===== src/rtl/pat_scan_arbiter.sv =====
// Round-robin owner of one serial 1011 detector: latch a word, clear, stream MSB first, count hits, ack (W+3 cycles).
// Define PAT_SCAN_FIXED_PRIO_EN for fixed lowest-index-wins priority instead of round-robin.
module pat_scan_arbiter #(
  parameter int NREQ  = 4,
  parameter int W     = 8,
  parameter int CNT_W = 4
) (
  input  logic              clk,
  input  logic              rst,
  input  logic [NREQ-1:0]   req,
  input  logic [NREQ*W-1:0] req_data,
  output logic [NREQ-1:0]   grant,
  output logic [NREQ-1:0]   ack,
  output logic              busy,
  output logic [CNT_W-1:0]  match_cnt,
  output logic              match_any,
  output logic              det_clr,
  output logic              ser_valid,
  output logic              ser_bit,
  input  logic              det_hit
);
  localparam int IW = $clog2(NREQ);
  localparam int BW = (W > 1) ? $clog2(W) : 1;
  localparam logic [BW-1:0]    LAST_BIT = BW'(W - 1);
  localparam logic [CNT_W-1:0] CNT_MAX  = '1;

  typedef enum logic [2:0] {IDLE, CLR, SHIFT, DRAIN, DONE} state_t;

  state_t           state, state_n;
  logic [BW-1:0]    idx, idx_n;
  logic [W-1:0]     sh, sh_n, win_dat;
  logic [CNT_W-1:0] cnt, cnt_n, cnt_inc, match_cnt_n;
  logic [NREQ-1:0]  grant_n, ack_n;
  logic             busy_n, match_any_n, det_clr_n, ser_valid_n, ser_bit_n;
  logic             win_vld;
  logic [IW-1:0]    win;

`ifdef PAT_SCAN_FIXED_PRIO_EN
  // Descending scan so the lowest asserted index is the last one written.
  always_comb begin
    win_vld = 1'b0;
    win     = '0;
    for (int i = NREQ - 1; i >= 0; i--) begin
      if (req[i]) begin
        win_vld = 1'b1;
        win     = IW'(i);
      end
    end
  end
`else
  logic [IW-1:0] ptr, ptr_n;
  logic [IW:0]   rr_idx;

  // Scan offsets from ptr in descending order; the nearest request at or after ptr wins.
  always_comb begin
    win_vld = 1'b0;
    win     = '0;
    rr_idx  = '0;
    for (int k = NREQ - 1; k >= 0; k--) begin
      rr_idx = {1'b0, ptr} + (IW+1)'(k);
      if (rr_idx >= (IW+1)'(NREQ)) rr_idx = rr_idx - (IW+1)'(NREQ);
      if (req[rr_idx[IW-1:0]]) begin
        win_vld = 1'b1;
        win     = rr_idx[IW-1:0];
      end
    end
  end
`endif

  always_comb begin
    state_n     = state;
    idx_n       = idx;
    sh_n        = sh;
    cnt_n       = cnt;
    grant_n     = grant;
    ack_n       = '0;
    match_cnt_n = match_cnt;
    match_any_n = match_any;
    det_clr_n   = 1'b0;
    ser_valid_n = 1'b0;
    ser_bit_n   = 1'b0;
    win_dat     = '0;
`ifndef PAT_SCAN_FIXED_PRIO_EN
    ptr_n       = ptr;
`endif
    for (int i = 0; i < NREQ; i++) begin
      if (win == IW'(i)) win_dat = req_data[i*W +: W];
    end
    cnt_inc = (det_hit && cnt != CNT_MAX) ? cnt + 1'b1 : cnt;

    case (state)
      IDLE: begin
        if (win_vld) begin
          state_n   = CLR;
          grant_n   = NREQ'(1) << win;
          sh_n      = win_dat;
          cnt_n     = '0;
          det_clr_n = 1'b1;
`ifndef PAT_SCAN_FIXED_PRIO_EN
          ptr_n     = (win == IW'(NREQ - 1)) ? '0 : win + 1'b1;
`endif
        end
      end
      CLR: begin
        state_n     = SHIFT;
        idx_n       = '0;
        ser_valid_n = 1'b1;
        ser_bit_n   = sh[W-1];
        sh_n        = sh << 1;
      end
      SHIFT: begin
        // The hit for a bit appears one cycle after it, so the first shift cycle has nothing to sample.
        if (idx != '0) cnt_n = cnt_inc;
        if (idx == LAST_BIT) begin
          state_n = DRAIN;
        end else begin
          idx_n       = idx + 1'b1;
          ser_valid_n = 1'b1;
          ser_bit_n   = sh[W-1];
          sh_n        = sh << 1;
        end
      end
      DRAIN: begin
        state_n     = DONE;
        cnt_n       = cnt_inc;
        match_cnt_n = cnt_inc;
        match_any_n = (cnt_inc != '0);
        ack_n       = grant;
      end
      DONE: begin
        state_n = IDLE;
        grant_n = '0;
      end
      default: state_n = IDLE;
    endcase
    busy_n = (state_n != IDLE);
  end

  always_ff @(posedge clk) begin
    if (rst) begin
      state     <= IDLE;
      idx       <= '0;
      sh        <= '0;
      cnt       <= '0;
      grant     <= '0;
      ack       <= '0;
      busy      <= 1'b0;
      match_cnt <= '0;
      match_any <= 1'b0;
      det_clr   <= 1'b0;
      ser_valid <= 1'b0;
      ser_bit   <= 1'b0;
`ifndef PAT_SCAN_FIXED_PRIO_EN
      ptr       <= '0;
`endif
    end else begin
      state     <= state_n;
      idx       <= idx_n;
      sh        <= sh_n;
      cnt       <= cnt_n;
      grant     <= grant_n;
      ack       <= ack_n;
      busy      <= busy_n;
      match_cnt <= match_cnt_n;
      match_any <= match_any_n;
      det_clr   <= det_clr_n;
      ser_valid <= ser_valid_n;
      ser_bit   <= ser_bit_n;
`ifndef PAT_SCAN_FIXED_PRIO_EN
      ptr       <= ptr_n;
`endif
    end
  end
endmodule


===== config.mk =====
export PLATFORM = sky130hd
export DESIGN_NAME = pat_scan_arbiter
export DESIGN_NICKNAME = d
export VERILOG_FILES = /design/src/rtl/pat_scan_arbiter.sv
export SDC_FILE = /design/constraint.sdc
export NUM_CORES = 1
export LEC_CHECK = 0
export ABC_AREA = 0
export CAP_MARGIN = 5
export CORE_ASPECT_RATIO = 1.75
export CORE_MARGIN = 2
export CORE_UTILIZATION = 44
export CTS_BUF_LIST = sky130_fd_sc_hd__clkbuf_2
export DETAILED_ROUTE_END_ITERATION = 7
export GPL_TIMING_DRIVEN = 1
export MAX_ROUTING_LAYER = met4
export PLACE_DENSITY = 0.78
export SYNTH_ARGS = -nofsm -noshare
export SYNTH_HDL_FRONTEND = slang
export SYNTH_SLANG_ARGS = --single-unit

===== constraint.sdc =====
create_clock -name clk -period 2.3 [get_ports clk]
set_clock_uncertainty 0.05 [all_clocks]
set_input_delay 0.345 -clock clk [delete_from_list [all_inputs] [get_ports clk]]
set_output_delay 0.345 -clock clk [all_outputs]
set_load 0.01 [all_outputs]

# Word level (Yosys, flattened, before mapping)
# Index checks and enable logic that the tools add are counted.
dict set report totals {
  ff_bits 37
  latchBits 0
  ram_bits 0
  romBits 0
  out_inout_bits 17
  elab_cells 107
  mem_count 0
}
dict set report classes {
  n_addsub 10
  mul 0
  div_mod_pow 0
  magnitude_cmp 8
  n_eq_ne 12
  n_shift 1
  n_mux 44
  bitwise_logic 2
  n_reduce_logical 17
}
# op count
set ops {}
lappend ops {{2-to-1 mux 8 bit} 6}
lappend ops {{case mux 8 bit (3 select lines)} 1}
lappend ops {{2-to-1 mux 2 bit} 9}
lappend ops {{2-to-1 mux 4 bit} 4}
lappend ops {{less-than comparator 2 x 3 -> 1 bit, second input constant} 4}
lappend ops {{case mux 3 bit (4 select lines)} 1}
lappend ops {{case mux 4 bit (3 select lines)} 1}
lappend ops {{nonzero test 3 bit} 4}
lappend ops {{2-to-1 mux 1 bit} 11}
lappend ops {{>= comparator 3 bit, second input constant} 3}
lappend ops {{2-to-1 mux 3 bit} 3}
lappend ops {{binary-select mux 1 bit (select 2 bit)} 4}
lappend ops {{case mux 4 bit (2 select lines)} 1}
lappend ops {{subtractor 2 x 1 -> 2 bit, second input constant} 4}
lappend ops {{adder 2 x 2 -> 3 bit, second input constant} 2}
lappend ops {{== test 3 x 2 -> 1 bit, second input constant} 2}
lappend ops {{== test 3 bit, second input constant} 2}
lappend ops {{inequality test 2 bit, second input constant} 3}
lappend ops {{case mux 3 bit (2 select lines)} 1}
lappend ops {{AND reduction 2 bit} 3}
lappend ops {{AND reduction 3 bit} 2}
lappend ops {{adder 4 x 1 -> 4 bit, second input constant} 1}
lappend ops {{== test 2 bit, second input constant} 2}
lappend ops {{inequality test 4 bit, second input constant} 1}
lappend ops {{15 further kinds} 19}

# Depth between registers and ports, before layout
# Gate-level depths: netlist of run 1.
dict set report depth {
  word_depth 16
  mapped_depth 11
  mapped_depth_nobuf 9
}

# Worst setup path after synthesis of run 1
# No wires, ideal clock.
dict set report synth_path {
  kind {input -> register}
  from {in req[0]}
  to {reg sh[5]}
  t_arrival_ns 2.194
  setup_slack_ns -0.018
  path_stages 11
  n_path_buf 2
  path_cell_list {a21o_1 -> a21oi_1 -> o22a_1 -> inv_1 -> ha_1 -> clkbuf_1 -> nor2b_1 -> buf_2 -> a221oi_1 -> or4_1 -> a31oi_1}
}
dict set report synth_between {
  elab_chain_len 13
  elab_cells_between_ends 28
}
# element line_no
set synth_rtl {}
lappend synth_rtl {{from (decl)} 10} ;# input logic [NREQ-1:0] req,
lappend synth_rtl {{binary-select mux 1 bit (select 2 bit)} 62} ;# if (req[rr_idx[IW-1:0]]) begin
lappend synth_rtl {{2-to-1 mux 1 bit (not written as such)} 62}
lappend synth_rtl {{2-to-1 mux 2 bit (4 in a row)} 62}
lappend synth_rtl {{logical NOT 2 bit} 87} ;# if (win == IW'(i)) win_dat = req_data[i*W +: W];
lappend synth_rtl {{2-to-1 mux 8 bit (4 in a row)} 87}
lappend synth_rtl {{2-to-1 mux 8 bit} 93} ;# if (win_vld) begin
lappend synth_rtl {{case mux 8 bit (3 select lines)} 91} ;# case (state)
lappend synth_rtl {{to (signal assigned)} 159} ;# sh <= sh_n;
lappend synth_rtl {{to (decl)} 31} ;# logic [W-1:0] sh, sh_n, win_dat;
# Several ways; a longest one is shown, not always the timed one. The select of a mux whose other input is x is not followed.
# A chain may end at the register's enable or synchronous reset.

# Worst setup path after layout of run 1
dict set report layout_path {
  from {in req[2]}
  to {reg sh[4]}
}
# The elaborated chain is that of the path after synthesis.

==> results of run 1 <==
## layer usage
layer / global-route usage (%) / part of all wire, % / vias up
li1: - / - / 930
met1: 23.2 / 39 / 869
met2: 35.3 / 56 / 46
met3: 2.98 / 3.0 / 10
met4: 8.97 / 2.0 / 0
met5: - / 0 / -
## registers in the layout, indices dropped and copies added, names as in the netlist
register,flops
grant,4
idx,3
sh,8
match_cnt,4
ser_valid,1
cnt,4
ser_bit,1
state,3
ptr,2
ack,4
busy,1
match_any,1
det_clr,1
## path summary, 6_finish.rpt
check | start | endpoint | slack [ps] | cells after the start
setup reg to reg | ptr[0]$_SDFFE_PP0P_ | sh[4]$_SDFFE_PP0P_ | 80 | 10
hold / removal | sh[0]$_SDFFE_PP0P_ | sh[1]$_SDFFE_PP0P_ | 410 | 2
hold reg to reg | sh[0]$_SDFFE_PP0P_ | sh[1]$_SDFFE_PP0P_ | 410 | 2
setup / recovery | req[2] | sh[4]$_SDFFE_PP0P_ | 50 | 12
## layout by cell type (no fill, tap or decap), drive strengths merged, types with 5 or more instances in the layout
cell type      netlist  final
nor3                 7      7
o21ai               15     15
dfxtp               37     37
inv                 11     11
clkbuf              10      5
a22oi                6      6
nand2               13     13
ha                   8      8
o22ai                9      9
and3                 5      5
a21oi               14     14
a31oi                8      8
or3                  6      6
nand2b               5      5
clkdlybuf4s50        0     52
nor2                18     18
buf                  4     14
a221oi               7      7
## critical path, cell delays in order
cell and delay [ps]:
clkdlybuf4s50_1 440, inv_1 100, o22ai_2 80, a211oi_2 220, buf_4 180, inv_1 60
ha_2 200, or2_4 240, buf_4 150, a221oi_1 220, or3_1 150, a31oi_1 70
## cell families after synthesis
| logic type | count (synthesis) |
|---|---|
| multiplexers | 3 |
| adder cells (fa/ha/maj) | 8 |
| buffers and inverters | 25 |
| AO/OA/AOI/OAI | 70 |
| AND/OR/NAND/NOR | 75 |
| flip-flops | 37 |
| XOR/XNOR | 2 |
## metrics by stage
step	utilization (%)	setup TNS, ps	hold slack (ps)	area (µm²)	std cells
final	64.2	0	408	2640	330
after global routing	64.2	-200	423	2640	330
after CTS	62.2	0	411	2560	328
after detailed placement	61.3	-3680	399	2520	322
after global placement	61.3	-3220	393	2520	322
after floorplan	-	0	374	1890	220
## repair_timing
item                                    CTS  global route
buffers inserted                          0             2
gates resized for setup                   3            17
endpoints found under the hold margin     0             0
pin swaps                                 1             6
hold buffers                              0             0
endpoints found under the setup margin    7             8
## power breakdown
part           switching [µW]  internal [µW]
clock                     201           62.1
combinational             453            487
sequential               76.0            758
## final cells by class
class                   count  area (µm²)  share of cell area [%]
well taps                  49        61.3                    2.32
clock inverters             1        5.00                   0.190
multi-input cells         158        1090                    41.5
flip-flops and latches     37         743                    28.2
repair buffers             69         667                    25.3
clock buffers               5        25.0                   0.949
inverters                  11        41.3                    1.57
==> reports/metrics.cfg, run 1 <==
[outcome]
status = completed

[min_path]
hp-class = reg2reg

[yosys]
synth_top_family_by_area = compound AO/OA/AOI/OAI gates
async_flop_share_pct = 0
ys_seq_area_share_pct = 39.3
synth-compound-area-share_pct = 25.0
syn_area_um2 = 1880
syn_inst = 220
synthSimpleGateAreaFrac_pct = 21.9
synth.area.mux_share_pct = 1.66
ys_top_cells_by_area = dfxtp_1 (39%), ha_1 (5.3%), o21ai_0 (4.0%)
synth.distinct_cells = 46
avgSynthCellArea_um2 = 8.56
synth_common_cells = dfxtp_1 (37), nor2_1 (18), o21ai_0 (15), a21oi_1 (14), nand2_1 (13)
synth_ff_type = dfxtp_1
ys_warn_count = 0
yosysTopAreaCell = dfxtp_1
synth_edf_count = 0
synth_xor_area_share_pct = 0.930
yosys.area.top_type_share_pct = 39.3
yosysMostFrequentCell = dfxtp_1
ys_ff_latch = 37
synth_nets = 267
synth_fa_ha_area_share_pct = 5.32

[sta]
fmax_ghz = 0.443
maxSlewHeadroom_pct = 44.9
finalSetupViolCount = 0
period_needed_ps = 2250
rsz0062_at_grt = yes
hold_viol = 0
worstMarginPinSlew_ps = 824
period_share_pct = 98.0
setup_ws_ps = 45.1
drv_slew = 0

[clocking]
clock-sinks = 37
cts_tree = built
clockBufferDepth = 2
cts_root_buffer = clkbuf_2
htreeDepth = 2
clk_pin_slew_ps = 180
numCtsBuffers = 5
clock_latency_ps = 370

[floorplanning]
ioPinCount = 56
die_x_um = 53.5
die_area_um2 = 4840
core_um2 = 4110
initial_utilization_pct = 45.8
chipHeight_um = 90.5
num_rows = 31

[setup_path]
required_ps = 2510
critPathCaptureType = flop
crit_arrival_ps = 2470
critPathMaxFanout = 5
startpoint_type = input pin
worstSetupPathType = in2reg

[global_routing]
grt_pass1_vias = 1745
groute.usage.overall_pct = 20.8
grt_overflow = 0
antenna_found_initial = 0
grt_start_max_net_pins = 20
grt_pass1_wl_um = 7480

[finish]
final_layout_size_suffix_gt1_share_pct = 14.9
diodes = 0
nets = 329
area_delta_synth_final_pct = 40.1
fillCellCount = 349

[placement]
place_congestion = 0.818
preCtsSetupSlack_ps = -474
dp_hpwl_um = 3540
portBuffers = 55

[route]
ant_nets = 0
wl_per_cell_um = 14.0
vias_per_cell = 5.62
wl_um = 4630
drtPass1Iterations = 5
drt_iter0_drc = 34
drc_errors = 0
vias = 1855

[pwr]
peakVddDrop_mv = 0.475
p_total_uw = 2040
power.leakage_uw = 0.00107
power_density_nw_per_um2 = 772

[run]
maxCapViolCount = 0

(Power assumes the default switching activity.)
==> run 2, diff against run 1 <==
- ABC_AREA: 0 -> unset
- CORE_MARGIN: 2 -> unset
- PLACE_DENSITY: 0.78 -> unset
- PLACE_DENSITY_LB_ADDON: unset -> 0.25
==> reports/metrics.cfg, run 2 (synthesized netlist as in run 1, its figures left out) <==
[clocking]
hold_buffers = 0  ; unchanged
clk_pin_slew_ps = 200  ; was 180 ps
cts_root_buffer = clkbuf_2  ; unchanged
cts_tree = built  ; unchanged
clock-sinks = 37  ; unchanged
clock_latency_ps = 400  ; was 370 ps
clockBufferDepth = 2  ; unchanged
numCtsBuffers = 5  ; unchanged
htreeDepth = 2  ; unchanged

[min_path]
hp-class = in2reg  ; was reg2reg
whs_endpoint = busy$_SDFF_PP0_  ; was sh[1]$_SDFFE_PP0P_
min-delay-start = req[1]  ; was sh[0]$_SDFFE_PP0P_
hold_depth = 3  ; was 2

[setup_path]
cp_cell_sequence = nand2b_4 -> and2b_1 -> o22a_1 -> buf_4 -> ha_2 -> inv_1 -> buf_4 -> o22ai_1 -> or3_1 -> a31oi_1  ; was clkdlybuf4s50_1 -> inv_1 -> o22ai_2 -> a211oi_2 -> buf_4 -> inv_1 -> ha_2 -> or2_4 -> buf_4 -> a221oi_1 -> or3_1 -> a31oi_1
required_ps = 2570  ; was 2510 ps
cpPeakStageDelay_ps = 380  ; was 440 ps
ff2ff_path_depth = 10  ; unchanged
crit_arrival_ps = 2530  ; was 2470 ps
path_common_cell = buf_4
regToRegSetupSlack_ps = 40  ; was 80 ps
critPathMaxFanout = 5  ; unchanged
regToRegEndpoint = sh[4]$_SDFFE_PP0P_  ; unchanged
r2r-start = ptr[0]$_SDFFE_PP0P_  ; unchanged
startpoint_type = flop  ; was input pin
crit_slowest_cell = dfxtp_2  ; was clkdlybuf4s50_1
worstSetupPathType = reg2reg  ; was in2reg
critPathCaptureType = flop  ; unchanged

[sta]
fmax_ghz = 0.442  ; was 0.443 GHz
worstMarginPinSlew_ps = 700  ; was 824 ps
drv_slew = 0  ; unchanged
finalSetupViolCount = 0  ; unchanged
period_share_pct = 98.3  ; was 98.0%
maxSlewHeadroom_pct = 53.2  ; was 44.9%
rsz0062_at_grt = yes  ; unchanged
period_needed_ps = 2260  ; was 2250 ps
hold_viol = 0  ; unchanged

[finish]
layout.area.seq_um2 = 743  ; unchanged
mostFrequentLayoutCells = clkdlybuf4s50_1 (53), dfxtp_1 (35), nor2_1 (18)  ; was clkdlybuf4s50_1 (52), dfxtp_1 (35), nor2_1 (18)
largest_register = sh  ; unchanged
multi_input_area_um2 = 1090  ; about the same
layout_commonest_cell = clkdlybuf4s50_1  ; unchanged
area_delta_synth_final_pct = 40.7  ; was 40.1%
final_cell_area_um2 = 2650  ; was 2640 µm²
diodes = 0  ; unchanged
largest_reg_flops = 8  ; unchanged
final_core_util_pct = 64.4  ; was 64.2%
nets = 330  ; was 329
final_layout_size_suffix_gt1_share_pct = 15.8  ; was 14.9%
fillCellCount = 377  ; was 349

[route]
met2_length_um = 2620  ; was 2570 µm
vias_per_cell = 5.57  ; was 5.62
vias = 1856  ; was 1,855
drt_iter0_drc = 30  ; was 34
wl_per_cell_um = 14.1  ; was 14.0 µm
met1_length_um = 1820  ; about the same
ant_nets = 0  ; unchanged
top_layer_used = met4  ; unchanged
wl_um = 4690  ; was 4630 µm
drc_errors = 0  ; unchanged
met3_length_um = 123  ; was 138 µm
drtPass1Iterations = 4  ; was 5

[global_routing]
grt_start_max_net_pins = 20  ; unchanged
antenna_found_initial = 0  ; unchanged
grt_pass1_wl_um = 7670  ; was 7480 µm
grt_pass1_vias = 1806  ; was 1,745
groute.usage.overall_pct = 23.2  ; was 20.8%
grt_overflow = 0  ; unchanged

[placement]
dp_hpwl_um = 3600  ; was 3540 µm
place_congestion = 0.797  ; was 0.818
place_area_um2 = 2510  ; was 2520 µm²
portBuffers = 55  ; unchanged

[pwr]
power_density_nw_per_um2 = 786  ; was 772 nW/µm²
comb_power_share_pct = 45.7  ; was 46.2%
p_int_uw = 1330  ; was 1310 µW
p_switching_uw = 756  ; was 730 µW
p_seq_share_pct = 40.3  ; was 40.9%
pwr-share-clk_pct = 14.0  ; was 12.9%
power.leakage_uw = 0.00107  ; about the same
peakVddDrop_mv = 0.485  ; was 0.475 mV
swShare_pct = 36.3  ; was 35.8%
p_total_uw = 2080  ; was 2040 µW

[floorplanning]
core_um2 = 4110  ; unchanged
die_x_um = 51.5  ; was 53.5 µm
die_area_um2 = 4560  ; was 4840 µm²
chipHeight_um = 88.5  ; was 90.5 µm
ioPinCount = 56  ; unchanged
initial_utilization_pct = 45.8  ; unchanged
num_rows = 31  ; unchanged

[outcome]
status = completed  ; unchanged

[run]
maxCapViolCount = 0  ; unchanged

run 2: worst max-delay path: cells and delay by family (launching register included):
kind | cells | cell delay, ps
AOI/OAI and AO/OA | 3 | 460
adders and majority gates | 1 | 210
and+or+nand+nor | 3 | 640
DFF | 1 | 380
buffers and inverters | 3 | 440
run 2: metrics by stage:
stage	worst slack [ps]	std cells	TNS, ps	hold WS, ps
3_3_place_gp	-451	321	-3350	387
3_5_place_dp	-514	321	-3860	388
6_report	38.9	333	0	412
2_1_floorplan	19.1	220	0	374
5_1_grt	-83.1	333	-313	417
4_1_cts	10.9	330	0	417
run 2: layout make-up:
| cell class | count | area share [%] |
|---|---|---|
| Multi-Input combinational cell | 158 | 41.1 |
| Inverter | 11 | 1.56 |
| Clock inverter | 3 | 0.661 |
| Timing Repair Buffer | 70 | 25.4 |
| Sequential cell | 37 | 28.1 |
| Clock buffer | 5 | 0.945 |
| Tap cell | 49 | 2.31 |
run 2: metal layers:
layer  track usage (%)  vias to the layer above
met1              23.3                      874
li1                  -                      934
met4              10.6                        0
met3              4.12                        9
met5                 -                        -
met2              42.3                       39
run 2: worst max path at each step:
stage / start / to / slack, ps
floorplan: req[0] / sh[5]$_SDFFE_PP0P_ / 20
global placement: req[1] / sh[0]$_SDFFE_PP0P_ / -450
detailed placement: req[1] / sh[0]$_SDFFE_PP0P_ / -510
CTS: req[0] / sh[3]$_SDFFE_PP0P_ / 10
global route: ptr[0]$_SDFFE_PP0P_ / sh[5]$_SDFFE_PP0P_ / -80
finish: ptr[0]$_SDFFE_PP0P_ / sh[4]$_SDFFE_PP0P_ / 40
run 2: power groups by stage:
stage          Clock, µW  Sequential [µW]  Combinational (µW)
2_1_floorplan          0              834                 573
3_3_place_gp           0              842                 841
3_5_place_dp           0              846                 858
4_1_cts              303              833                 879
5_1_grt              327              853                1050
6_report             292              838                 952
run 2: timing repair:
action / 4_1_cts / 5_1_grt
endpoints found under the setup margin: 8 / 8
hold endpoints to repair: 0 / 0
buffers inserted: 1 / 3
pin swaps: 1 / 7
gates resized for setup: 2 / 16
==> run 3, diff against run 2 <==
--- a/constraint.sdc
+++ b/constraint.sdc
@@ -3,3 +3,3 @@
 set_input_delay 0.345 -clock clk [delete_from_list [all_inputs] [get_ports clk]]
 set_output_delay 0.345 -clock clk [all_outputs]
-set_load 0.01 [all_outputs]
+set_load 0.02 [all_outputs]
==> results of run 3 <==
The final DEF is identical to that of run 2. Status: completed.
Among the figures that moved: total power 2080 µW -> 2100 µW
